`config.mk`:
```
export PLATFORM = sky130hd
export DESIGN_NAME = lf_cmd_ctrl_flat
export DESIGN_NICKNAME = d
export VERILOG_FILES = /design/src/rtl/lf_cmd_ctrl_if.sv /design/src/rtl/lf_cmd_ctrl.sv /design/src/flat_wrapper.sv
export SDC_FILE = /design/constraint.sdc
export NUM_CORES = 1
export LEC_CHECK = 0
export BUFFER_PORTS_ARGS = -buffer_cell sky130_fd_sc_hd__buf_2
export CAP_MARGIN = 20
export CORE_MARGIN = 2
export CORE_UTILIZATION = 40
export CTS_BUF_LIST = sky130_fd_sc_hd__clkbuf_4 sky130_fd_sc_hd__clkbuf_8
export CTS_CLUSTER_SIZE = 24
export DETAILED_ROUTE_END_ITERATION = 7
export HOLD_SLACK_MARGIN = 0.1
export SKIP_CTS_REPAIR_TIMING = 1
export SLEW_MARGIN = 15
export SYNTH_ARGS = -nofsm -noshare
export SYNTH_HDL_FRONTEND = slang
export SYNTH_SLANG_ARGS = --single-unit
```
`constraint.sdc`:
```
create_clock -name pck0 -period 2 [get_ports pck0]
set_input_delay 0.6 -clock pck0 [delete_from_list [all_inputs] [get_ports pck0]]
set_output_delay 0.6 -clock pck0 [all_outputs]
set_load 0.005 [all_outputs]
```
`src/rtl/lf_cmd_ctrl_if.sv`:
```
// SPI pins from the host MCU into the LF command controller.
// All three lines are asynchronous to pck0; the receiver synchronises them.
interface lf_cmd_ctrl_if;
    logic spck;
    logic mosi;
    logic ncs;

    modport master (output spck, output mosi, output ncs);
    modport slave  (input  spck, input  mosi, input  ncs);
endinterface

```
`src/rtl/lf_cmd_ctrl.sv`:
```
// Oversampled SPI command receiver for the LF front end: decodes conf/divisor/threshold
// writes and walks every major-mode change through a timed all-off safe interval.
module lf_cmd_ctrl #(
    parameter int FRAME_W     = 16,
    parameter int CMD_W       = 4,
    parameter int CONF_W      = 9,
    parameter int MODE_W      = 3,
    parameter int MODE_OFF    = 7,
    parameter int ED_MODE     = 1,
    parameter int SAFE_CYCLES = 16,
    parameter int DIV_DEFAULT = 95,
    parameter int ED_DEFAULT  = 127
) (
    input  logic               pck0,
    input  logic               rst,
    lf_cmd_ctrl_if.slave       spi,
    output logic [CONF_W-1:0]  conf_word,
    output logic [7:0]         divisor,
    output logic [7:0]         lf_ed_threshold,
    output logic [MODE_W-1:0]  major_mode,
    output logic               safe,
    output logic               cmd_valid,
    output logic               frame_err
);

    typedef enum logic [1:0] {RX_IDLE, RX_SHIFT, RX_EXEC} rxState_t;
    typedef enum logic       {M_RUN, M_QUIESCE} modeState_t;

    localparam int BCW = $clog2(FRAME_W + 2);
    localparam int SCW = (SAFE_CYCLES > 1) ? $clog2(SAFE_CYCLES) : 1;
    localparam logic [CMD_W-1:0]  CMD_CONF = CMD_W'(1);
    localparam logic [CMD_W-1:0]  CMD_DIV  = CMD_W'(2);
    localparam logic [CMD_W-1:0]  CMD_THR  = CMD_W'(3);
    localparam logic [MODE_W-1:0] MODE_OFF_V = MODE_W'(MODE_OFF);
    localparam logic [CONF_W-1:0] CONF_RST = {MODE_OFF_V, (CONF_W - MODE_W)'(0)};

    logic [2:0] spckSync_q, ncsSync_q;
    logic [1:0] mosiSync_q;
    logic       spckRise, ncsFall, ncsRise, mosiBit;

    rxState_t           rxState_q, rxState_d;
    logic [BCW-1:0]     bitCnt_q, bitCnt_d;
    logic [FRAME_W-1:0] shift_q, shift_d;
    logic [CONF_W-1:0]  conf_q, conf_d;
    logic [7:0]         div_q, div_d, thr_q, thr_d;
    modeState_t         mState_q, mState_d;
    logic [SCW-1:0]     safeCnt_q, safeCnt_d;
    logic [MODE_W-1:0]  target_q, target_d, major_q, major_d;
    logic               safe_q, safe_d, cmdValid_q, cmdValid_d, frameErr_q, frameErr_d;

    logic [CMD_W-1:0]   cmdField;
    logic [MODE_W-1:0]  newMode;
    logic               unusedShiftBits;

    // Sync chain is left unreset so a low ncs at reset release never looks like a fall.
    always_ff @(posedge pck0) begin
        spckSync_q <= {spckSync_q[1:0], spi.spck};
        ncsSync_q  <= {ncsSync_q[1:0], spi.ncs};
        mosiSync_q <= {mosiSync_q[0], spi.mosi};
    end

    assign spckRise = spckSync_q[1] & ~spckSync_q[2];
    assign ncsFall  = ~ncsSync_q[1] & ncsSync_q[2];
    assign ncsRise  = ncsSync_q[1] & ~ncsSync_q[2];
    assign mosiBit  = mosiSync_q[1];

    assign cmdField        = shift_q[FRAME_W-1 -: CMD_W];
    assign newMode         = shift_q[CONF_W-1 -: MODE_W];
    assign unusedShiftBits = ^shift_q;

    always_comb begin
        rxState_d  = rxState_q;
        bitCnt_d   = bitCnt_q;
        shift_d    = shift_q;
        conf_d     = conf_q;
        div_d      = div_q;
        thr_d      = thr_q;
        mState_d   = mState_q;
        safeCnt_d  = safeCnt_q;
        target_d   = target_q;
        major_d    = major_q;
        safe_d     = safe_q;
        cmdValid_d = 1'b0;
        frameErr_d = 1'b0;

        case (rxState_q)
            RX_IDLE: begin
                if (ncsFall) begin
                    bitCnt_d  = '0;
                    shift_d   = '0;
                    rxState_d = RX_SHIFT;
                end
            end
            RX_SHIFT: begin
                if (ncsRise) begin
                    if (bitCnt_q == BCW'(FRAME_W)) begin
                        rxState_d = RX_EXEC;
                    end else begin
                        frameErr_d = 1'b1;
                        rxState_d  = RX_IDLE;
                    end
                end else if (spckRise) begin
                    shift_d = {shift_q[FRAME_W-2:0], mosiBit};
                    if (bitCnt_q != BCW'(FRAME_W + 1)) begin
                        bitCnt_d = bitCnt_q + 1'b1;
                    end
                end
            end
            RX_EXEC:  rxState_d = RX_IDLE;
            default:  rxState_d = RX_IDLE;
        endcase

        if (mState_q == M_QUIESCE) begin
            if (safeCnt_q == '0) begin
                major_d  = target_q;
                safe_d   = 1'b0;
                mState_d = M_RUN;
            end else begin
                safeCnt_d = safeCnt_q - 1'b1;
            end
        end

        // A conf write during quiesce always restarts the safe interval, even back to the old mode.
        if (rxState_q == RX_EXEC) begin
            case (cmdField)
                CMD_CONF: begin
                    cmdValid_d = 1'b1;
                    conf_d     = shift_q[CONF_W-1:0];
                    if (newMode == MODE_W'(ED_MODE)) begin
                        thr_d = 8'(ED_DEFAULT);
                    end
                    if (mState_q == M_QUIESCE || newMode != major_q) begin
                        mState_d  = M_QUIESCE;
                        safe_d    = 1'b1;
                        major_d   = MODE_OFF_V;
                        safeCnt_d = SCW'(SAFE_CYCLES - 1);
                        target_d  = newMode;
                    end
                end
                CMD_DIV: begin
                    cmdValid_d = 1'b1;
                    div_d      = shift_q[7:0];
                end
                CMD_THR: begin
                    cmdValid_d = 1'b1;
                    thr_d      = shift_q[7:0];
                end
                default: ;
            endcase
        end
    end

    always_ff @(posedge pck0) begin
        if (rst) begin
            rxState_q  <= RX_IDLE;
            bitCnt_q   <= '0;
            shift_q    <= '0;
            conf_q     <= CONF_RST;
            div_q      <= 8'(DIV_DEFAULT);
            thr_q      <= 8'(ED_DEFAULT);
            mState_q   <= M_RUN;
            safeCnt_q  <= '0;
            target_q   <= MODE_OFF_V;
            major_q    <= MODE_OFF_V;
            safe_q     <= 1'b0;
            cmdValid_q <= 1'b0;
            frameErr_q <= 1'b0;
        end else begin
            rxState_q  <= rxState_d;
            bitCnt_q   <= bitCnt_d;
            shift_q    <= shift_d;
            conf_q     <= conf_d;
            div_q      <= div_d;
            thr_q      <= thr_d;
            mState_q   <= mState_d;
            safeCnt_q  <= safeCnt_d;
            target_q   <= target_d;
            major_q    <= major_d;
            safe_q     <= safe_d;
            cmdValid_q <= cmdValid_d;
            frameErr_q <= frameErr_d;
        end
    end

    assign conf_word       = conf_q;
    assign divisor         = div_q;
    assign lf_ed_threshold = thr_q;
    assign major_mode      = major_q;
    assign safe            = safe_q;
    assign cmd_valid       = cmdValid_q;
    assign frame_err       = frameErr_q;

endmodule

```
`src/flat_wrapper.sv`:
```
// flat-port wrapper written by rule: the top's interface ports become plain ports
module lf_cmd_ctrl_flat 
#(
    parameter int FRAME_W     = 16,
    parameter int CMD_W       = 4,
    parameter int CONF_W      = 9,
    parameter int MODE_W      = 3,
    parameter int MODE_OFF    = 7,
    parameter int ED_MODE     = 1,
    parameter int SAFE_CYCLES = 16,
    parameter int DIV_DEFAULT = 95,
    parameter int ED_DEFAULT  = 127
)
  (pck0, rst, conf_word, divisor, lf_ed_threshold, major_mode, safe, cmd_valid, frame_err, spi_spck, spi_mosi, spi_ncs);
  lf_cmd_ctrl_if spi_i ();
  input  logic pck0;
  input  logic rst;
  output logic [CONF_W-1:0] conf_word;
  output logic [7:0] divisor;
  output logic [7:0] lf_ed_threshold;
  output logic [MODE_W-1:0] major_mode;
  output logic safe;
  output logic cmd_valid;
  output logic frame_err;
  input wire logic [$bits(spi_i.spck)-1:0] spi_spck;
  input wire logic [$bits(spi_i.mosi)-1:0] spi_mosi;
  input wire logic [$bits(spi_i.ncs)-1:0] spi_ncs;
  assign spi_i.spck = spi_spck;
  assign spi_i.mosi = spi_mosi;
  assign spi_i.ncs = spi_ncs;
  lf_cmd_ctrl #(.FRAME_W(FRAME_W), .CMD_W(CMD_W), .CONF_W(CONF_W), .MODE_W(MODE_W), .MODE_OFF(MODE_OFF), .ED_MODE(ED_MODE), .SAFE_CYCLES(SAFE_CYCLES), .DIV_DEFAULT(DIV_DEFAULT), .ED_DEFAULT(ED_DEFAULT)) u_core (.pck0(pck0), .rst(rst), .spi(spi_i), .conf_word(conf_word), .divisor(divisor), .lf_ed_threshold(lf_ed_threshold), .major_mode(major_mode), .safe(safe), .cmd_valid(cmd_valid), .frame_err(frame_err));
endmodule
```
---- After elaboration in Yosys (flattened, before gate mapping) ----
Cells that the tools add are included.
operators by class
  add/subtract/negate cells ............... 2
  eq/ne operators ......................... 15
  muxes and demuxes ....................... 37
  bitwise gates (word level) .............. 9
  reduce and logical (&&, ||, !) cells .... 15
operators with widths
  operator                                                count
  2-to-1 mux 16 bit                                       3
  case mux 16 bit (2 select lines)                        1
  2-to-1 mux 4 bit                                        5
  2-to-1 mux 5 bit                                        4
  case mux 8 bit (2 select lines)                         1
  2-to-1 mux 3 bit                                        5
  2-to-1 mux 1 bit                                        12
  inequality test 2 x 1 -> 1 bit (second input constant)  5
  case mux 5 bit (2 select lines)                         1
  == test 4 x 2 -> 1 bit (second input constant)          2
  2-to-1 mux 8 bit                                        1
  2-to-1 mux 2 bit                                        3
  NOT 1 bit                                               6
  AND reduction 2 bit                                     3
  AND reduction 3 bit                                     2
  OR reduction 3 bit                                      2
  adder 5 x 1 -> 5 bit (second input constant)            1
  == test 5 bit (second input constant)                   1
  inequality test 5 bit (second input constant)           1
  AND reduction 5 bit                                     1
  == test 4 x 1 -> 1 bit (second input constant)          1
  zero test 4 bit                                         1
  case mux 2 bit (2 select lines)                         1
  AND reduction 4 bit                                     1
  11 further kinds                                        14
word-level totals
  flip-flop bits (word level) ............. 70

---- Longest topological paths before layout ----
  word-level depth ........................ 6
  depth in mapped cells ................... 7

---- Worst setup path after synthesis ----
OpenSTA, ideal clock, no wires.
  kind .................................... flip-flop to flip-flop
  start ................................... register u_core.safeCnt_q[0]
  end ..................................... register u_core.major_q[0], in the netlist u_core.major_mode[0]
  arrival time ............................ 1.568 ns
  required time ........................... 1.873 ns
  slack ................................... 0.305 ns
  cell stages (with the launch flop) ...... 7
  cell sequence ........................... dfxtp_1 -> inv_1 -> ha_1 -> nand2_1 -> nor3_1 -> mux2_2 -> or3_1
between the ends
  word-level cells in the longest chain between the ends .. 6
ends and longest elaborated chain
  element                 RTL line            source
  start, declared         lf_cmd_ctrl.sv:47   logic [SCW-1:0] safeCnt_q, safeCnt_d;
  start signal, assigned  lf_cmd_ctrl.sv:176  safeCnt_q <= safeCnt_d;
  zero test 4 bit *       lf_cmd_ctrl.sv:114  if (safeCnt_q == '0) begin
  2-to-1 mux 3 bit *      lf_cmd_ctrl.sv:114
  2-to-1 mux 3 bit *      lf_cmd_ctrl.sv:113  if (mState_q == M_QUIESCE) begin
  2-to-1 mux 3 bit        lf_cmd_ctrl.sv:132  if (mState_q == M_QUIESCE || newMode != major_q) begin
  2-to-1 mux 3 bit        lf_cmd_ctrl.sv:125  case (cmdField)
  2-to-1 mux 3 bit *      lf_cmd_ctrl.sv:124  if (rxState_q == RX_EXEC) begin
  end signal, assigned    lf_cmd_ctrl.sv:178  major_q <= major_d;
  end, declared           lf_cmd_ctrl.sv:48   logic [MODE_W-1:0] target_q, target_d, major_q, major_d;
Mark *: on every way between the ends. The rest lies on a longest branch, timed or not.
A chain may end at the register's enable or synchronous reset.

---- Final worst setup path ----
  start ................................... register u_core.safeCnt_q[0]
  end ..................................... register u_core.major_q[2], in the netlist u_core.major_mode[2]
The elaborated chain is that of the path after synthesis.

==> metrics.md <==
| Metric | Value |
|---|---|
| Period Utilization, post-route | 0.8640 |
| Dpl ws | 0.1137 ns |
| Most frequent cells in the layout | dfxtp_1, buf_2, nand2_1, a21oi_1, nor2_1 |
| Die Width | 88.47 microns |
| Clk_lat worst skew | 0.34 ns |
| # IOs | 36 |
| HPWL Detailed | 3.642 mm |
| FP Rows | 30 |
| Average cell area after synthesis | 9.707 sq um |
| Worst Setup SP | u_core.safeCnt_q[0]$_SDFF_PP0_ |
| Nature of the critical path startpoint | flop |
| Combinational power share | 0.030 |
| FFs w/ async S/R, synth | 0 |
| Hold crit path type | reg2reg |
| RSZ-0062 raised after global routing | false |
| Routed WL per cell | 12.65 microns |
| Synthesis-to-finish area growth | 15.26% |
| Clk sink count | 70 |
| WP data arrival | 1.95 ns |
| Worst-margin pin slew | 0.4357 ns |
| Slew HR | 0.7089 |
| CTS buffer count | 9 |
| Final wirelength | 5.403 mm |
| IO Port Bufs | 35 |
| Ys Warns | 0 |
| Ant. Diodes | 0 |
| DR iter-0 viols | 159 |
| Commonest non-fill, non-tap cell in the layout | dfxtp_1 |
| Count of pins over their slew limit | 0 |
| Finish-stage setup viols | 0 |
| FF+latch count, synth | 70 |
| GRT Resource Usage Total | 0.1464 |
| Crit Path Class | reg2reg |
| Clock power frac | 0.424 |
| Internal Power | 1.994 mW |
| CTS max path bufs | 2 |
| Distinct cells, synth | 46 |
| Gate Count Post-Synth | 294 |
| Maximum vdd drop | 0.4226 mV |
| Setup Skew | 0.006584 ns |
| Syn Nets | 303 |
| DP Cell Count | 412 |
| CTS tree | done |
| Switching power | 0.5945 mW |
| Synth top area share | 0.4910 |
| Post-synth EDFFs | 0 |
| Die Y-Extent | 88.47 microns |
| Lkg Pwr | 1.273 nW |
| Status | finished, final reports clean |
| Total gr overflow | 0 |
| Synth area leader | dfxtp_1 |
| Final std cells w/o fill | 427 |
| DR pass1 iterations | 4 |
| Vias in the first global route | 1854 |
| Crit end category | flop |
| Switch share | 0.2297 |
| Post-route minimum period | 1.728 ns |
| Worst setup margin | 0.2721 ns |
| Clock-pin slew on the worst setup and hold paths | 0.08 ns |
| Reg2Reg Launch Point | u_core.safeCnt_q[0]$_SDFF_PP0_ |
| Seq pwr share | 0.546 |
| Via count | 2053 |
| CTS HTree Levels | 3 |
| Starting Density | 0.4178 |
| Pwr Density | 787.0 nW/um^2 |
| Root buffer cell | clkbuf_8 |
| Core area | 6832 sq um |
| Fin. Hold Viols | 0 |
| First-pass GRT wire length | 8.928 mm |
| F_max | 0.5787 GHz |
| Predominant post-synthesis flop cell | dfxtp_1 |
| Initial antenna violation count | 0 |
| Final net count | 336 |
| GP Congestion | 0.7488 |
| Antenna Violating Nets Remaining | 0 |
| Die ar. | 7827 sq um |
| Req. time, crit path | 2.22 ns |
| Synth top area cells | dfxtp_1, mux2i_1, a21oi_1 |
| Vias per cell | 4.808 |
| Mapped cell area | 2854 sq um |
| Post-route setup TNS | 0 ns |
| Pin count of the biggest net entering global routing | 47 |
| DR DRC count | 0 |
| Layout cell share with drive strength beyond 1 | 0.2356 |
| Max-cap violations | 0 |
| Worst-path maximum fanout | 4 |
| Hold Path Origin | u_core.spckSync_q[0]$_DFF_P_ |
| Seq/Total Area, Yosys | 0.4910 |
==> critical path, stage by stage (launching register included) <==
cell and delay (ns):
dfxtp_1 0.31, inv_1 0.08, ha_1 0.20, nand2_1 0.11, nor3_2 0.26, mux2_2 0.37
or3_1 0.30
==> flip-flops by register name, indices dropped and copies added, names as in the netlist <==
register                flops
u_core.shift_q             16
u_core.conf_word            9
u_core.divisor              8
u_core.lf_ed_threshold      8
u_core.bitCnt_q             5
u_core.safeCnt_q            4
u_core.major_mode           3
u_core.ncsSync_q            3
u_core.spckSync_q           3
u_core.target_q             3
u_core.mosiSync_q           2
u_core.rxState_q            2
u_core.cmd_valid            1
u_core.frame_err            1
u_core.mState_q             1
u_core.safe                 1
==> power groups by stage <==
stage / sequential [mW] / combinational, mW / clock (mW)
final: 1.41 / 0.0784 / 1.10
after CTS: 1.41 / 0.0795 / 1.13
after detailed placement: 1.45 / 0.0793 / 0
after floorplan: 1.44 / 0.0687 / 0
after global routing: 1.41 / 0.0880 / 1.19
after global placement: 1.45 / 0.0792 / 0
==> final timing paths <==
check                                          to  slack (ns)  cells after the start
hold reg to reg      u_core.spckSync_q[1]$_DFF_P_        0.33                      0
setup / recovery  u_core.major_mode[2]$_SDFF_PP1_        0.27                      6
setup reg to reg  u_core.major_mode[2]$_SDFF_PP1_        0.27                      6
hold / removal       u_core.spckSync_q[1]$_DFF_P_        0.33                      0
==> layer usage <==
metal,wire length (microns),GRT usage,vias to the layer above
met5,0,0,-
met2,2342,0.2112,36
met1,2779,0.2095,936
met4,38,0.06612,0
li1,-,-,1077
met3,242,0.03172,4
==> synthesized netlist by cell type, types with 2 or more instances <==
cell type / instances
buf_2: 4
nand2_1: 26
a21oi_1: 22
clkbuf_1: 9
or3_1: 5
nand4_1: 2
nor2_1: 22
mux2i_1: 16
nor3b_1: 4
a211o_1: 12
mux2_2: 4
nor4b_4: 2
inv_1: 14
nor3_1: 2
xor2_1: 3
buf_4: 4
buf_6: 3
o21ai_0: 3
o21a_1: 3
dfxtp_1: 70
nand2b_1: 11
ha_1: 4
nor2b_1: 3
nand3_1: 19
a21oi_2: 6
==> area by class of cell <==
type / count / area [sq um]
clock inverter: 6 / 63.81
clock buffer: 9 / 123.9
inverter: 14 / 52.55
tap: 96 / 120.1
fill: 661 / 3542
multi-input combinational: 190 / 1287
timing repair buffer: 42 / 240.2
sequential: 70 / 1401
==> logic make-up (layout without fill, tap and decap cells) <==
kind of cell    after synthesis  in the layout  synth area share
flops                        70             70            0.4910
mux                          20             20           0.07190
fa+ha+maj                     4              4           0.01754
compound gates               56             56            0.1381
xor+xnor                      4              4           0.01228
simple gates                106            106            0.2096
buf+inv                      34             71           0.05962
==> per-stage QoR <==
stage               total power, mW    util  hold slack (ns)  area [sq um]
floorplan                     1.509       -           0.3096          2854
global placement              1.525  0.4533           0.3096          3097
detailed placement            1.525  0.4533           0.3121          3097
CTS                           2.620  0.4808           0.3285          3284
global route                  2.691  0.4815           0.3329          3289
finish                        2.589  0.4815           0.3263          3289
Note: power is estimated with default switching activity, not from simulation.
